**src/rtl/ds_pkg.sv**
```systemverilog
// Shared definitions for the DS lane codec: line bit order, encoder/decoder reset state
// and single-bit data/strobe encode and event-detect helpers.
package ds_pkg;

   localparam bit   LSB_FIRST   = 1'b1;
   localparam logic ENC_P_RESET = 1'b0;
   localparam logic RX_X_RESET  = 1'b0;

   // Slice position of the i-th bit on the line.
   function automatic int unsigned line_pos(input int unsigned i, input int unsigned width);
      return LSB_FIRST ? i : width - 1 - i;
   endfunction

   function automatic logic ds_strobe(input logic d, input logic p);
      return d ^ p;
   endfunction

   // A bit event is a change of d^s with respect to the previous sample.
   function automatic logic ds_event(input logic d, input logic s, input logic x_prev);
      return (d ^ s) != x_prev;
   endfunction

endpackage

```
**src/rtl/ds_lane_codec_if.sv**
```systemverilog
// Word handshake and parallel D/S slice bus between a DS lane codec and its user.
interface ds_lane_codec_if #(
   parameter int unsigned WIDTH = 8
);
   logic             tx_en;
   logic [WIDTH-1:0] tx_word;
   logic             tx_valid;
   logic             tx_ready;
   logic [WIDTH-1:0] tx_d_par;
   logic [WIDTH-1:0] tx_s_par;
   logic             tx_underrun;
   logic [WIDTH-1:0] rx_d_par;
   logic [WIDTH-1:0] rx_s_par;
   logic             rx_align;
   logic [WIDTH-1:0] rx_word;
   logic             rx_valid;
   logic             rx_disconnect;

   modport master (
      output tx_en, tx_word, tx_valid, rx_d_par, rx_s_par, rx_align,
      input  tx_ready, tx_d_par, tx_s_par, tx_underrun, rx_word, rx_valid, rx_disconnect
   );

   modport slave (
      input  tx_en, tx_word, tx_valid, rx_d_par, rx_s_par, rx_align,
      output tx_ready, tx_d_par, tx_s_par, tx_underrun, rx_word, rx_valid, rx_disconnect
   );
endinterface

```
**src/rtl/ds_word_fifo.sv**
```systemverilog
// Synchronous word FIFO with full/empty flags; a push into a full FIFO is dropped.
module ds_word_fifo #(
   parameter int unsigned WIDTH = 8,
   parameter int unsigned DEPTH = 4
) (
   input  logic             clk,
   input  logic             rst,
   input  logic             push,
   input  logic [WIDTH-1:0] wdata,
   input  logic             pop,
   output logic [WIDTH-1:0] rdata,
   output logic             full,
   output logic             empty
);
   localparam int unsigned AW = (DEPTH > 1) ? $clog2(DEPTH) : 1;

   logic [WIDTH-1:0] mem_q [DEPTH];
   logic [AW-1:0]    wptr_q, rptr_q;
   logic [AW:0]      count_q;
   logic             do_push, do_pop;

   assign full    = (count_q == (AW + 1)'(DEPTH));
   assign empty   = (count_q == '0);
   assign do_push = push && !full;
   assign do_pop  = pop && !empty;
   assign rdata   = mem_q[rptr_q];

   always_ff @(posedge clk) begin
      if (rst) begin
         wptr_q  <= '0;
         rptr_q  <= '0;
         count_q <= '0;
      end else begin
         if (do_push) wptr_q <= wptr_q + AW'(1);
         if (do_pop)  rptr_q <= rptr_q + AW'(1);
         if (do_push && !do_pop)      count_q <= count_q + (AW + 1)'(1);
         else if (do_pop && !do_push) count_q <= count_q - (AW + 1)'(1);
      end
   end

   always_ff @(posedge clk) begin
      if (do_push) mem_q[wptr_q] <= wdata;
   end

endmodule

```
**src/rtl/ds_lane_codec.sv**
```systemverilog
// DS lane codec: FIFO-fed data/strobe slice encoder with running strobe state, and an
// edge-detecting decoder that re-packs recovered bits into words and flags disconnect.
module ds_lane_codec
   import ds_pkg::*;
#(
   parameter int unsigned      WIDTH       = 8,
   parameter int unsigned      FIFO_DEPTH  = 4,
   parameter logic [WIDTH-1:0] IDLE_WORD   = '0,
   parameter int unsigned      DISC_CYCLES = 64
) (
   input logic            clk,
   input logic            rst,
   ds_lane_codec_if.slave bus
);
   localparam int unsigned     CW        = $clog2(2 * WIDTH);
   localparam int unsigned     DW        = $clog2(DISC_CYCLES + 1);
   localparam logic [CW-1:0]   WORD_BITS = CW'(WIDTH);
   localparam logic [DW-1:0]   DISC_MAX  = DW'(DISC_CYCLES);

   // ---------------- TX ----------------
   logic             fifo_full, fifo_empty, fifo_pop;
   logic [WIDTH-1:0] fifo_rdata, tx_src;
   logic [WIDTH-1:0] tx_d_q, tx_d_d, tx_s_q, tx_s_d;
   logic             p_q, p_d, underrun_q;

   assign fifo_pop = bus.tx_en && !fifo_empty;

   ds_word_fifo #(
      .WIDTH (WIDTH),
      .DEPTH (FIFO_DEPTH)
   ) u_fifo (
      .clk   (clk),
      .rst   (rst),
      .push  (bus.tx_valid),
      .wdata (bus.tx_word),
      .pop   (fifo_pop),
      .rdata (fifo_rdata),
      .full  (fifo_full),
      .empty (fifo_empty)
   );

   always_comb begin
      tx_src = fifo_empty ? IDLE_WORD : fifo_rdata;
      tx_d_d = '0;
      tx_s_d = '0;
      p_d    = p_q;
      for (int unsigned i = 0; i < WIDTH; i++) begin
         p_d = ~p_d;
         tx_d_d[line_pos(i, WIDTH)] = tx_src[i];
         tx_s_d[line_pos(i, WIDTH)] = ds_strobe(tx_src[i], p_d);
      end
   end

   // Disabling the lane also returns the encoder to its idle line state.
   always_ff @(posedge clk) begin
      if (rst || !bus.tx_en) begin
         p_q        <= ENC_P_RESET;
         tx_d_q     <= '0;
         tx_s_q     <= '0;
         underrun_q <= 1'b0;
      end else begin
         p_q        <= p_d;
         tx_d_q     <= tx_d_d;
         tx_s_q     <= tx_s_d;
         underrun_q <= fifo_empty;
      end
   end

   assign bus.tx_ready    = !fifo_full;
   assign bus.tx_d_par    = tx_d_q;
   assign bus.tx_s_par    = tx_s_q;
   assign bus.tx_underrun = underrun_q;

   // ---------------- RX ----------------
   logic [2*WIDTH-1:0] acc_q, acc_d;
   logic [CW-1:0]      cnt_q, cnt_d;
   logic               x_q, x_d, any_ev, d_bit, s_bit;
   logic [WIDTH-1:0]   word_q, word_d;
   logic               valid_q, valid_d;
   logic [DW-1:0]      disc_q;

   always_comb begin
      acc_d   = acc_q;
      cnt_d   = bus.rx_align ? '0 : cnt_q;
      x_d     = x_q;
      any_ev  = 1'b0;
      word_d  = word_q;
      valid_d = 1'b0;
      d_bit   = 1'b0;
      s_bit   = 1'b0;
      for (int unsigned j = 0; j < WIDTH; j++) begin
         d_bit = bus.rx_d_par[line_pos(j, WIDTH)];
         s_bit = bus.rx_s_par[line_pos(j, WIDTH)];
         if (ds_event(d_bit, s_bit, x_d)) begin
            acc_d[cnt_d] = d_bit;
            cnt_d        = cnt_d + CW'(1);
            any_ev       = 1'b1;
         end
         x_d = d_bit ^ s_bit;
      end
      if (cnt_d >= WORD_BITS) begin
         word_d  = acc_d[WIDTH-1:0];
         valid_d = 1'b1;
         acc_d   = acc_d >> WIDTH;
         cnt_d   = cnt_d - WORD_BITS;
      end
   end

   always_ff @(posedge clk) begin
      if (rst) begin
         acc_q   <= '0;
         cnt_q   <= '0;
         x_q     <= RX_X_RESET;
         word_q  <= '0;
         valid_q <= 1'b0;
         disc_q  <= '0;
      end else begin
         acc_q   <= acc_d;
         cnt_q   <= cnt_d;
         x_q     <= x_d;
         word_q  <= word_d;
         valid_q <= valid_d;
         if (any_ev)                disc_q <= '0;
         else if (disc_q != DISC_MAX) disc_q <= disc_q + DW'(1);
      end
   end

   assign bus.rx_word       = word_q;
   assign bus.rx_valid      = valid_q;
   assign bus.rx_disconnect = (disc_q >= DISC_MAX);

endmodule

```
**src/flat_wrapper.sv**
```systemverilog
// flat-port wrapper written by rule: the top's interface ports become plain ports
module ds_lane_codec_flat import ds_pkg::*;
#(
   parameter int unsigned      WIDTH       = 8,
   parameter int unsigned      FIFO_DEPTH  = 4,
   parameter logic [WIDTH-1:0] IDLE_WORD   = '0,
   parameter int unsigned      DISC_CYCLES = 64
)
  (clk, rst, bus_tx_en, bus_tx_word, bus_tx_valid, bus_rx_d_par, bus_rx_s_par, bus_rx_align, bus_tx_ready, bus_tx_d_par, bus_tx_s_par, bus_tx_underrun, bus_rx_word, bus_rx_valid, bus_rx_disconnect);
  ds_lane_codec_if #(.WIDTH(WIDTH)) bus_i ();
  input logic clk;
  input logic rst;
  input wire logic [$bits(bus_i.tx_en)-1:0] bus_tx_en;
  input wire logic [$bits(bus_i.tx_word)-1:0] bus_tx_word;
  input wire logic [$bits(bus_i.tx_valid)-1:0] bus_tx_valid;
  input wire logic [$bits(bus_i.rx_d_par)-1:0] bus_rx_d_par;
  input wire logic [$bits(bus_i.rx_s_par)-1:0] bus_rx_s_par;
  input wire logic [$bits(bus_i.rx_align)-1:0] bus_rx_align;
  output wire logic [$bits(bus_i.tx_ready)-1:0] bus_tx_ready;
  output wire logic [$bits(bus_i.tx_d_par)-1:0] bus_tx_d_par;
  output wire logic [$bits(bus_i.tx_s_par)-1:0] bus_tx_s_par;
  output wire logic [$bits(bus_i.tx_underrun)-1:0] bus_tx_underrun;
  output wire logic [$bits(bus_i.rx_word)-1:0] bus_rx_word;
  output wire logic [$bits(bus_i.rx_valid)-1:0] bus_rx_valid;
  output wire logic [$bits(bus_i.rx_disconnect)-1:0] bus_rx_disconnect;
  assign bus_i.tx_en = bus_tx_en;
  assign bus_i.tx_word = bus_tx_word;
  assign bus_i.tx_valid = bus_tx_valid;
  assign bus_i.rx_d_par = bus_rx_d_par;
  assign bus_i.rx_s_par = bus_rx_s_par;
  assign bus_i.rx_align = bus_rx_align;
  assign bus_tx_ready = bus_i.tx_ready;
  assign bus_tx_d_par = bus_i.tx_d_par;
  assign bus_tx_s_par = bus_i.tx_s_par;
  assign bus_tx_underrun = bus_i.tx_underrun;
  assign bus_rx_word = bus_i.rx_word;
  assign bus_rx_valid = bus_i.rx_valid;
  assign bus_rx_disconnect = bus_i.rx_disconnect;
  ds_lane_codec #(.WIDTH(WIDTH), .FIFO_DEPTH(FIFO_DEPTH), .IDLE_WORD(IDLE_WORD), .DISC_CYCLES(DISC_CYCLES)) u_core (.clk(clk), .rst(rst), .bus(bus_i));
endmodule
```
**config.mk**
```make
export PLATFORM = sky130hd
export DESIGN_NAME = ds_lane_codec_flat
export DESIGN_NICKNAME = d
export VERILOG_FILES = /design/src/rtl/ds_pkg.sv /design/src/rtl/ds_lane_codec_if.sv /design/src/rtl/ds_word_fifo.sv /design/src/rtl/ds_lane_codec.sv /design/src/flat_wrapper.sv
export SDC_FILE = /design/constraint.sdc
export NUM_CORES = 1
export LEC_CHECK = 0
export BUFFER_PORTS_ARGS = -buffer_cell sky130_fd_sc_hd__buf_2
export CORE_MARGIN = 2
export CORE_UTILIZATION = 62
export CTS_CLUSTER_SIZE = 40
export DETAILED_ROUTE_END_ITERATION = 6
export PLACE_DENSITY = 0.82
export SLEW_MARGIN = 0
export SYNTH_ARGS = -nofsm -noshare
export SYNTH_HDL_FRONTEND = slang
export SYNTH_SLANG_ARGS = --single-unit
```
**constraint.sdc**
```tcl
create_clock -name clk -period 7.08 [get_ports clk]
set_input_delay 1.062 -clock clk [delete_from_list [all_inputs] [get_ports clk]]
set_output_delay 1.062 -clock clk [all_outputs]
set_load 0.01 [all_outputs]
```
# Word-level counts from Yosys, hierarchy flattened
# Memory sizes are Yosys's and may differ from the RTL's. A register that Yosys moved wholly into a read port is not among the register bits.
# Cells that the tools add are included.
totals:
  input_bits: 29
  mem_count: 1
  out_inout_bits: 28
  mem_bits_rw: 32
  elab_cells: 150
  reg_bits: 61
mem_list:
  columns: ["memory", "depth", "width", "read_ports", "rd_clocked_by_memory_dff", "wr", "line_no", "source"]
  rows:
  - ["u_core.u_fifo.mem_q", 4, 8, 1, 1, 1, "ds_word_fifo.sv:17", "logic [WIDTH-1:0] mem_q [DEPTH];"]
op_classes:
  muxes: 59
  eq_ne: 10
  n_reduce_logical: 23
  magnitude_cmp: 18
  bitwise_logic: 12
  addsub: 14
ops:
  columns: ["cell", "count"]
  rows:
  - ["16-bit bitwise mux", 8]
  - ["16-bit two-way mux", 8]
  - ["4-bit by 5-bit < comparator with 1-bit output, second input constant", 8]
  - ["4-bit two-way mux", 10]
  - ["4-bit by 1-bit adder with 4-bit output, second input constant", 8]
  - ["1-bit demux with 4-bit select", 8]
  - ["4-bit by 1-bit >= comparator with 1-bit output, second input constant", 8]
  - ["1-bit two-way mux", 19]
  - ["8-bit two-way mux", 2]
  - ["1-bit logical AND", 13]
  - ["1-bit inequality test", 8]
  - ["1-bit XOR", 8]
  - ["7-bit by 1-bit adder with 7-bit output, second input constant", 1]
  - ["7-bit >= comparator, second input constant", 1]
  - ["7-bit inequality test, second input constant", 1]
  - ["3-bit two-way mux", 2]
  - ["1-bit zero test", 5]
  - ["2-bit by 1-bit adder with 2-bit output, second input constant", 2]
  - ["4-bit >= comparator, second input constant", 1]
  - ["2-bit two-way mux", 2]
  - ["1-bit inverter", 4]
  - ["2-bit OR reduction", 2]
  - ["4-bit subtractor, second input constant", 1]
  - ["3-bit by 1-bit adder with 3-bit output, second input constant", 1]
  - ["5 further kinds", 5]

# Depth between registers and ports, before layout
# Gate-level depths: netlist of the first run.
logic_depth:
  word_depth: 22
  ltp_mapped: 29
  depth_no_buf: 29

# Cells and area by module
# Synthesis of the first run repeated with hierarchy kept, for this count alone.
unflattened:
  hier_cells: 897
  hier_area_um2: 7507.2
by_module_without_submodules:
  columns: ["mod", "cells_per_inst", "area_each_um2", "seq_area_each_um2", "n_inst"]
  rows:
  - ["ds_lane_codec", 807, 5886.9, 1001.0, 1]
  - ["ds_word_fifo", 90, 1620.3, 1141.1, 1]

# Worst setup path after synthesis of the first run
# Ideal clock, no wire load.
synth_path:
  path_kind: "input -> register"
  startpoint: "input bus_rx_s_par[0]"
  endpoint: "register u_core.acc_q[3]"
  setup_slack_ns: 0.469
  cell_stages: 25
  setup_time_ns: 0.143
  t_arrival_ns: 6.467
  path_cell_list: "buf_4 > xnor3_1 > mux2_2 > ha_1 > a21oi_1 > inv_1 > ha_1 > nand2_1 > o21ai_0 > ha_1 > a2111o_1 > ha_1 > nand2_1 > o21ai_1 > ha_1 > mux2_2 > ha_1 > a21oi_1 > inv_1 > ha_1 > and2_1 > nand2_1 > o221ai_1 > o311ai_0 > o32ai_1"
synth_between:
  elab_chain_len: 22
synth_lines:
  columns: ["element", "line_no", "source"]
  rows:
  - ["start, declared", "flat_wrapper.sv:17", "input wire logic [$bits(bus_i.rx_s_par)-1:0] bus_rx_s_par;"]
  - ["1-bit XOR *", "ds_pkg.sv:20, ds_lane_codec.sv:99", null]
  - ["1-bit inequality test", "ds_pkg.sv:20", "return (d ^ s) != x_prev;"]
  - ["4-bit two-way mux", "ds_lane_codec.sv:94", "if (ds_event(d_bit, s_bit, x_d)) begin"]
  - ["4-bit by 1-bit adder with 4-bit output (tied with other cells)", "ds_lane_codec.sv:96", "cnt_d = cnt_d + CW'(1);"]
  - ["4-bit two-way mux or 1-bit logical AND (tied branches)", "ds_lane_codec.sv:94, ds_lane_codec.sv:95", null]
  - ["4-bit by 1-bit adder with 4-bit output (tied with other cells)", "ds_lane_codec.sv:96", null]
  - ["4-bit two-way mux (tied with other cells)", "ds_lane_codec.sv:94", null]
  - ["4-bit by 1-bit adder with 4-bit output (tied with other cells)", "ds_lane_codec.sv:96", null]
  - ["[6 not listed]", null, null]
  - ["4-bit two-way mux (tied with other cells)", "ds_lane_codec.sv:94", null]
  - ["4-bit by 5-bit < comparator with 1-bit output (not written as such) (tied with other cells)", "ds_lane_codec.sv:95", "acc_d[cnt_d] = d_bit;"]
  - ["1-bit logical AND (not written as such) (tied with other cells)", "ds_lane_codec.sv:95", null]
  - ["1-bit two-way mux (not written as such) or 16-bit bitwise mux (tied branches)", "ds_lane_codec.sv:95", null]
  - ["1-bit demux with 4-bit select or 16-bit two-way mux (tied branches)", null, null]
  - ["16-bit bitwise mux", "ds_lane_codec.sv:95", null]
  - ["16-bit two-way mux", "ds_lane_codec.sv:94", null]
  - ["8-bit two-way mux *", "ds_lane_codec.sv:101", "if (cnt_d >= WORD_BITS) begin"]
  - ["end signal, assigned", "ds_lane_codec.sv:111", "acc_q <= '0;"]
  - ["end signal, assigned", "ds_lane_codec.sv:118", "acc_q <= acc_d;"]
  - ["end, declared", "ds_lane_codec.sv:75", "logic [2*WIDTH-1:0] acc_q, acc_d;"]
# Every way passes the cells marked *; elsewhere a longest branch is shown, timed or not.
# A chain may end at the register's enable or synchronous reset.

# Worst setup path in the final report of the first run
layout_path:
  startpoint: "input bus_rx_align"
  endpoint: "register u_core.word_q[7] (netlist: u_core.bus.rx_word[7])"
layout_between:
  elab_chain_len: 21
layout_lines:
  columns: ["element", "line_no", "source"]
  rows:
  - ["start, declared", "flat_wrapper.sv:18", "input wire logic [$bits(bus_i.rx_align)-1:0] bus_rx_align;"]
  - ["4-bit two-way mux *", "ds_lane_codec.sv:84", "cnt_d = bus.rx_align ? '0 : cnt_q;"]
  - ["4-bit by 1-bit adder with 4-bit output (tied with other cells)", "ds_lane_codec.sv:96", null]
  - ["4-bit two-way mux or 1-bit logical AND (tied branches)", "ds_lane_codec.sv:94, ds_lane_codec.sv:95", null]
  - ["4-bit by 1-bit adder with 4-bit output (tied with other cells)", "ds_lane_codec.sv:96", null]
  - ["4-bit two-way mux (tied with other cells)", "ds_lane_codec.sv:94", null]
  - ["4-bit by 1-bit adder with 4-bit output (tied with other cells)", "ds_lane_codec.sv:96", null]
  - ["4-bit two-way mux (tied with other cells)", "ds_lane_codec.sv:94", null]
  - ["4-bit by 1-bit adder with 4-bit output (tied with other cells)", "ds_lane_codec.sv:96", null]
  - ["[5 not listed]", null, null]
  - ["4-bit by 1-bit adder with 4-bit output (tied with other cells)", "ds_lane_codec.sv:96", null]
  - ["4-bit two-way mux (tied with other cells)", "ds_lane_codec.sv:94", null]
  - ["4-bit by 5-bit < comparator with 1-bit output (not written as such) (tied with other cells)", "ds_lane_codec.sv:95", null]
  - ["1-bit logical AND (not written as such) (tied with other cells)", "ds_lane_codec.sv:95", null]
  - ["1-bit two-way mux (not written as such) or 16-bit bitwise mux (tied branches)", "ds_lane_codec.sv:95", null]
  - ["1-bit demux with 4-bit select or 16-bit two-way mux (tied branches)", null, null]
  - ["16-bit bitwise mux", "ds_lane_codec.sv:95", null]
  - ["16-bit two-way mux", "ds_lane_codec.sv:94", null]
  - ["end signal, assigned", "ds_lane_codec.sv:121", "word_q <= word_d;"]
  - ["end, declared", "ds_lane_codec.sv:78", "logic [WIDTH-1:0] word_q, word_d;"]
# Marks and branches as above.

==> summary.txt, run 1 <==
Critical path
  – Critical Path Most Common Cell: ha_1
  – CP Capture Type: flip-flop
  – WP data required: 7.33 ns
  – Worst path bufs/invs: 3
  – Crit Path Class: primary input to flip-flop
  – Critical Path Max Stage Delay: 0.43 ns
  – Arrival @ worst endpoint: 6.93 ns
  – Crit path launch type: primary input
  – Slowest CP cell: a2111o_1
  – Worst-path fanout max: 7
  – Crit-path leading delay family: adder cells

Yosys
  – Warnings from Yosys: 0
  – Synthesized flop and latch total: 91
  – Synth cell types: 68
  – Synthesized Nets: 954
  – Async SR Flop Fraction: 0%
  – Mapped Area: 7320 sq um
  – Area leader, netlist: dfxtp_1
  – EDFF count, synth: 32
  – Mean Syn Cell Area: 8.27 sq um
  – Seq/Total Area, Yosys: 29.3%
  – Ranking of synthesized cells by area: dfxtp_1 16%, edfxtp_1 13%, ha_1 6.7%
  – Ys flop type: dfxtp_1
  – Post-Synthesis Cells: 885
  – Synth top area share: 16.1%

Power and ir drop
  – Combinational Power Share: 59.7%
  – Reg power frac: 24.7%
  – Static Leak: 3.04 nW
  – Clock power frac: 15.5%
  – Internal: 1.53 mW
  – Switching Share: 47.8%
  – Peak supply drop: 0.000303 V
  – Switching pwr: 1.40 mW
  – PwrDens: 369 nW/um^2

STA
  – Fmax: 0.150 GHz
  – Slew Limit Headroom: 30.5%
  – Setup TNS: 0 ns
  – Period Utilization, post-route: 94.4%
  – Max Slew Vio Count: 0
  – Setup-failing EPs final: 0
  – Unrepaired setup endpoints after global routing: no
  – Worst Clk Skew: 0.00924 ns
  – Least-Margin Pin Slew: 1.04 ns
  – Min setup slack post-route: 0.399 ns
  – Hold Fails Final Rpt: 0
  – Tmin final: 6.68 ns

Job
  – Max-cap viol count: 0

GRT
  – Vias in the first global route: 6348
  – GRT Resource Usage Total: 31.6%
  – Pin count of the biggest net entering global routing: 19
  – GR Overflow Total: 0
  – Antenna violations before repair: 0
  – First-pass GRT wire length: 32500 um

Floorplan
  – Core area: 11500 sq um
  – Starting Density: 63.8%
  – Die footprint: 12700 sq um
  – I/O Pins: 57
  – Row count: 39
  – Die width: 113 um
  – Die Height: 113 um

Cells and area
  – Layout cells sized above 1: 14.4%
  – Antenna Cells: 0
  – Area Growth Syn to Fin: 8.79%
  – Final Net Count: 985
  – Post-Layout Inst Area: 7960 sq um
  – Most frequent cells in the layout: 109 x nor2_1, 87 x nand2_1, 85 x a21oi_1
  – Non-Filler Instances: 1064
  – Commonest non-fill, non-tap cell in the layout: nor2_1

Route
  – Initial DRC count: 887
  – Vias after detailed routing: 6885
  – Antenna viol nets, final: 0
  – Vias per cell: 6.47
  – Per-cell routed wire length: 18.8 um
  – Final WL: 20000 um
  – DR DRC count: 0
  – Initial DRT Pass Iterations: 7

Placed design
  – Placed cell area: 7680 sq um
  – Dpl cells: 1048
  – Placement Setup Slack: 0.171 ns
  – Post-detail-place hpwl: 14900 um
  – Routability cong.: 0.988
  – PortBufs: 56

Clock network
  – CTS root buffer: clkbuf_16
  – Post_cts resized: 0
  – Worst-Skew Late Latency: 0.34 ns
  – Setup Buffers After CTS: 0
  – Clock transition at path regs: 0.07 ns
  – Hold-fix buffers, CTS: 0
  – CTS tree: built
  – CTS Buf Count: 9
  – Clock sinks: 91
  – Clock tree buffer depth: 2
  – H-tree lvl count: 3

Run status
  – Status: complete, no violations

Worst hold path
  – Worst Hold Class: flip-flop to flip-flop
-- power groups by stage --
stage | logic (mW) | registers [mW] | clock network, mW
final | 1.75 | 0.726 | 0.456
after CTS | 1.70 | 0.723 | 0.458
after global routing | 1.90 | 0.736 | 0.478
after floorplan | 1.23 | 0.711 | 0
after global placement | 1.65 | 0.726 | 0
after detailed placement | 1.67 | 0.731 | 0
-- flip-flops by register name, summed over array words and instances (netlist names), named ones only --
register                count
u_core.u_fifo.count_q       3
u_core.bus.rx_valid         1
u_core.cnt_q                4
u_core.u_fifo.wptr_q        2
u_core.bus.rx_word          8
u_core.acc_q               16
u_core.bus.tx_d_par         4
u_core.x_q                  1
u_core.u_fifo.rptr_q        2
u_core.bus.tx_underrun      1
u_core.bus.tx_s_par         8
u_core.disc_q               7
u_core.u_fifo.mem_q        32
-- cell usage after synthesis, types with 7 or more instances --
cell and count:
nor2_1 109, nand2_1 87, a21oi_1 85, dfxtp_1 59, nor3_1 50, ha_1 39
xnor2_1 39, clkbuf_1 35, edfxtp_1 32, mux2i_1 32, o21ai_0 30, inv_1 23
nand3_1 22, and2_1 16, mux2_2 16, nand4_1 15, xor2_1 14, o22ai_1 13
nor2b_1 12, a22oi_1 11, and3_1 10, o2bb2ai_1 9, buf_2 8, mux4_2 8
o221ai_1 7
-- through the flow --
stage	hold slack [ns]	utilization [%]	power (mW)
floorplan	0.466	-	1.94
global placement	0.458	67.0	2.37
global route	0.497	69.4	3.12
detailed placement	0.450	67.0	2.40
CTS	0.471	69.4	2.88
finish	0.473	69.4	2.94
-- worst paths after layout --
path,from,end,slack [ns],cells past startpoint
max,bus_rx_align,u_core.bus.rx_word[7],0.40,26
min,u_core.bus.rx_word[6],u_core.bus.rx_word[6],0.47,1
max reg2reg,u_core.x_q,u_core.bus.rx_word[7],0.90,24
min reg2reg,u_core.bus.rx_word[6],u_core.bus.rx_word[6],0.47,1
-- worst register-to-register path: stages (launching register included) --
cell and delay (ns):
dfxtp_1 0.58, xnor3_1 0.33, mux2_2 0.34, ha_1 0.34
a21oi_1 0.18, inv_1 0.08, ha_1 0.32, nand2_1 0.07
o21ai_0 0.14, ha_1 0.32, a2111o_1 0.43, ha_1 0.29
nand2_1 0.05, o21ai_1 0.10, ha_1 0.31, mux2_2 0.32
ha_1 0.28, a21oi_1 0.28, inv_1 0.14, ha_1 0.21
and2_1 0.17, a32oi_1 0.23, a21oi_1 0.11, o32a_1 0.23
o2bb2ai_1 0.21
-- layout make-up --
cell class	count	area (sq um)
sequential	91	2140
clock buffer	10	229
clock inverter	6	55.1
fill	871	3510
inverter	25	93.8
multi-input combinational	713	4830
tap	143	179
timing repair buffer	76	430
-- layer usage --
layer	global-route usage, %	vias to the layer above	part of all wire, %
li1	-	3238	-
met1	44.0	3220	42
met2	51.3	365	46
met3	3.51	62	8.5
met4	10.9	0	3.5
met5	0	-	0
-- cell families (layout without fill, tap and decap cells) --
family / Yosys count / count (layout) / share of synthesized area (%)
buf+inv: 81 / 117 / 4.70
mux: 56 / 56 / 9.30
fa+ha+maj: 40 / 40 / 6.94
simple gates: 347 / 347 / 22.0
xor+xnor: 65 / 65 / 9.85
other cells: 1 / 1 / 0.0512
compound gates: 204 / 204 / 17.8
flops: 91 / 91 / 29.3
No activity file was read; power rests on OpenSTA's default activity.
==> run 2, diff against run 1 <==
RECOVER_POWER = 100   (was not set)
==> summary.txt, run 2 (same netlist as run 1, synthesis figures left out) <==
Run status
  – Status: complete, no violations

Cells and area
  – Final core utilization: 68.9%
  – Non-Filler Instances: 1064
  – Antenna Cells: 0
  – Largest regs: u_core.u_fifo.mem_q: 32 flops, u_core.acc_q: 16 flops
  – Layout fillers: 900
  – Final Net Count: 985
  – Most frequent cells in the layout: 109 x nor2_1, 87 x nand2_1, 85 x a21oi_1
  – Register area: 2140 sq um
  – Commonest non-fill, non-tap cell in the layout: nor2_1
  – Area Growth Syn to Fin: 8.04%
  – Layout cells sized above 1: 10.1%
  – Area occupied by multi-input gates: 4830 sq um
  – Largest register by flop count: u_core.u_fifo.mem_q
  – Largest register FFs: 32

STA
  – Fmax: 0.150 GHz
  – Hold Fails Final Rpt: 0
  – Tmin final: 6.68 ns
  – Setup TNS: 0 ns
  – Slew Limit Headroom: 29.8%
  – Worst Clk Skew: 0.00782 ns
  – Period Utilization, post-route: 94.4%
  – Least-Margin Pin Slew: 1.04 ns
  – Unrepaired setup endpoints after global routing: no
  – Setup-failing EPs final: 0
  – Max Slew Vio Count: 0

Critical path
  – Critical Path Max Stage Delay: 0.42 ns
  – Worst-path fanout max: 7
  – Slowest CP cell: a2111o_1
  – CP Capture Type: flip-flop
  – Crit Path Class: primary input to flip-flop
  – WP data required: 7.33 ns
  – Arrival @ worst endpoint: 6.93 ns
  – Crit path launch type: primary input
  – Critical Path Most Common Cell: ha_1

Floorplan
  – Die Height: 113 um
  – I/O Pins: 57
  – Starting Density: 63.8%
  – Row count: 39
  – Die footprint: 12700 sq um
  – Die width: 113 um
  – Core area: 11500 sq um

GRT
  – GR Overflow Total: 0
  – Pin count of the biggest net entering global routing: 19
  – Vias in the first global route: 6348
  – Antenna violations before repair: 0
  – GRT Resource Usage Total: 31.6%
  – First-pass GRT wire length: 32500 um

Route
  – Vias after detailed routing: 6903
  – Initial DRT Pass Iterations: 5
  – Per-cell routed wire length: 18.8 um
  – Vias per cell: 6.49
  – Antenna viol nets, final: 0
  – Initial DRC count: 863
  – Final WL: 20000 um
  – DR DRC count: 0

Clock network
  – Setup Buffers After CTS: 0
  – Clock transition at path regs: 0.07 ns
  – Post_cts resized: 0
  – Worst-Skew Late Latency: 0.34 ns
  – CTS root buffer: clkbuf_16
  – Hold-fix buffers, CTS: 0
  – Clock tree buffer depth: 2
  – CTS Buf Count: 9
  – Clock sinks: 91
  – CTS tree: built
  – H-tree lvl count: 3

Power and ir drop
  – Peak supply drop: 0.000300 V
  – Static Leak: 2.89 nW
  – PwrDens: 370 nW/um^2
  – Total power: 2.92 mW

Placed design
  – Dpl cells: 1048
  – Post-detail-place hpwl: 14900 um
  – Routability cong.: 0.988
  – PortBufs: 56

Job
  – Max-cap viol count: 0

Worst hold path
  – Worst Hold Class: flip-flop to flip-flop
==> run 2: cell types whose count changed in the layout (fill, tap and decap cells not counted), sizes merged <==
cell | previous run | this run
buf | 76 | 35
clkbuf | 10 | 51
==> run 2: layout make-up <==
type                       count  share of cell area [%]
multi-input combinational    713                    61.1
sequential                    91                    27.1
timing repair buffer          76                    4.75
clock buffer                  10                    2.90
tap                          143                    2.26
inverter                      25                    1.19
clock inverter                 6                   0.696
==> run 2: through the flow <==
stage	worst slack, ns	instance area (sq um)	hold slack (ns)
floorplan	0.469	7320	0.466
global placement	0.254	7680	0.458
detailed placement	0.171	7680	0.450
CTS	0.463	7960	0.471
global route	0.00187	7910	0.500
finish	0.398	7910	0.479
==> run 2: worst max-delay path, delay by kind of cell <==
kind / cells / cell delay, ns
compound gates: 9 / 1.90
fa+ha+maj: 8 / 2.42
buf+inv: 3 / 0.35
mux: 2 / 0.64
simple gates: 4 / 0.52
==> run 2: final timing paths <==
check,startpoint,slack (ns),to,cells past startpoint
worst min register to register,u_core.bus.rx_word[1],0.48,u_core.bus.rx_word[1],1
worst max-delay path,bus_rx_align,0.40,u_core.bus.rx_word[7],26
worst max register to register,u_core.x_q,0.90,u_core.bus.rx_word[7],24
worst min-delay path,u_core.bus.rx_word[1],0.48,u_core.bus.rx_word[1],1
==> run 2: power by group <==
part | switching [mW] | internal, mW | leakage [nW]
Clock | 0.211 | 0.245 | 0.134
Combinational | 1.11 | 0.626 | 1.98
Sequential | 0.0799 | 0.647 | 0.775
Total | 1.40 | 1.52 | 2.89
==> run 2: metal layers <==
metal | wire length, um | vias to the layer above | global-route usage (%)
li1 | - | 3242 | -
met1 | 8380 | 3236 | 44.0
met2 | 9340 | 360 | 51.3
met3 | 1650 | 65 | 3.51
met4 | 671 | 0 | 10.9
met5 | 0 | - | 0
==> run 3, diff against run 2 <==
MAX_ROUTING_LAYER = met4   (was not set)
==> summary.txt, run 3 (same netlist as run 1, synthesis figures left out) <==
Run status
  – Status: complete, no violations

Placed design
  – Post-detail-place hpwl: 14600 um
  – Routability cong.: 1.03
  – Placed cell area: 7680 sq um
  – Dpl cells: 1048
  – Placement Setup Slack: 0.154 ns
  – PortBufs: 56

Floorplan
  – Die Height: 113 um
  – Die width: 113 um
  – Die footprint: 12700 sq um
  – Core area: 11500 sq um
  – Row count: 39
  – Starting Density: 63.8%
  – I/O Pins: 57

Critical path
  – Crit-path leading delay family: adder cells
  – Slowest CP cell: a2111o_1
  – Crit Path Class: primary input to flip-flop
  – Arrival @ worst endpoint: 6.90 ns
  – WP data required: 7.27 ns
  – CP Capture Type: flip-flop
  – Worst-path fanout max: 7
  – Crit path launch type: primary input
  – Critical Path Most Common Cell: ha_1
  – Critical Path Max Stage Delay: 0.42 ns
  – Worst path bufs/invs: 2

Power and ir drop
  – Total power: 2.89 mW
  – Switching pwr: 1.38 mW
  – PwrDens: 365 nW/um^2
  – Clock power frac: 15.5%
  – Peak supply drop: 0.000298 V
  – Switching Share: 47.8%
  – Reg power frac: 25.1%
  – Static Leak: 2.89 nW
  – Combinational Power Share: 59.4%
  – Internal: 1.51 mW

STA
  – Final hold slack: 0.480 ns
  – Setup-failing EPs final: 0
  – Setup TNS: 0 ns
  – Hold Fails Final Rpt: 0
  – Worst Clk Skew: 0.0108 ns
  – Fmax: 0.149 GHz
  – Min setup slack post-route: 0.363 ns
  – Unrepaired setup endpoints after global routing: no
  – Slew Limit Headroom: 33.2%
  – Least-Margin Pin Slew: 0.994 ns
  – Tmin final: 6.72 ns
  – Max Slew Vio Count: 0
  – Period Utilization, post-route: 94.9%

Clock network
  – Clock transition at path regs: 0.07 ns
  – CTS Buf Count: 9
  – CTS tree: built
  – Setup Buffers After CTS: 0
  – Clock sinks: 91
  – Worst-Skew Late Latency: 0.34 ns
  – CTS root buffer: clkbuf_16
  – Clock tree buffer depth: 2
  – H-tree lvl count: 3

Route
  – Vias per cell: 6.35
  – Antenna viol nets, final: 0
  – Final WL: 19400 um
  – Vias after detailed routing: 6760
  – DR DRC count: 0
  – Initial DRT Pass Iterations: 6
  – Initial DRC count: 942
  – Per-cell routed wire length: 18.2 um

Cells and area
  – Non-Filler Instances: 1064
  – Largest register FFs: 32
  – Largest regs: u_core.u_fifo.mem_q: 32 flops, u_core.acc_q: 16 flops
  – Post-Layout Inst Area: 7910 sq um
  – Layout cells sized above 1: 9.99%
  – Largest register by flop count: u_core.u_fifo.mem_q
  – Most frequent cells in the layout: 109 x nor2_1, 87 x nand2_1, 85 x a21oi_1
  – Area Growth Syn to Fin: 8.05%
  – Area occupied by multi-input gates: 4830 sq um
  – Layout fillers: 921
  – Register area: 2140 sq um
  – Commonest non-fill, non-tap cell in the layout: nor2_1
  – Final core utilization: 69.0%
  – Final Net Count: 985
  – Antenna Cells: 0

GRT
  – GR Overflow Total: 0
  – GRT Resource Usage Total: 31.4%
  – Pin count of the biggest net entering global routing: 19
  – Antenna violations before repair: 0
  – Vias in the first global route: 6159
  – First-pass GRT wire length: 31100 um

Worst hold path
  – Worst Hold Class: flip-flop to flip-flop

Job
  – Max-cap viol count: 0
==> run 3: cell count changes in the layout (fill, tap and decap cells not counted), sizes merged <==
cell    change
clkbuf      -1
clkinv      +3
inv         -2
==> run 3: final timing paths <==
path	slack, ns	from	endpoint	cells past startpoint
worst max register to register	0.87	u_core.cnt_q[1]	u_core.acc_q[1]	25
worst max-delay path	0.36	bus_rx_align	u_core.acc_q[1]	25
worst min-delay path	0.48	u_core.bus.rx_word[0]	u_core.bus.rx_word[0]	1
worst min register to register	0.48	u_core.bus.rx_word[0]	u_core.bus.rx_word[0]	1
==> run 3: final cells by class <==
type	count	share of cell area, %
tap	143	2.26
multi-input combinational	713	61.1
sequential	91	27.1
clock buffer	9	2.85
timing repair buffer	76	4.73
inverter	25	1.19
clock inverter	7	0.775
==> run 3: what timing repair did <==
| action | 4_1_cts | 5_1_grt |
|---|---|---|
| gates resized for setup | 0 | 1 |
| endpoints found under the setup margin | 0 | 1 |
| hold buffers | 0 | 0 |
==> run 3: power by group through the flow <==
stage / clock (mW) / combinational, mW / sequential, mW
2_1_floorplan: 0 / 1.23 / 0.711
3_3_place_gp: 0 / 1.65 / 0.725
3_5_place_dp: 0 / 1.67 / 0.729
4_1_cts: 0.451 / 1.70 / 0.722
5_1_grt: 0.472 / 1.87 / 0.734
6_report: 0.448 / 1.72 / 0.725
==> run 3: metal layers <==
layer  share of wire (%)  routed length [um]  track usage [%]
met4                 3.7                 720             11.4
met5                   0                   0                -
met3                 9.1                1760             4.59
met2                  45                8690             48.3
met1                  42                8200             42.5
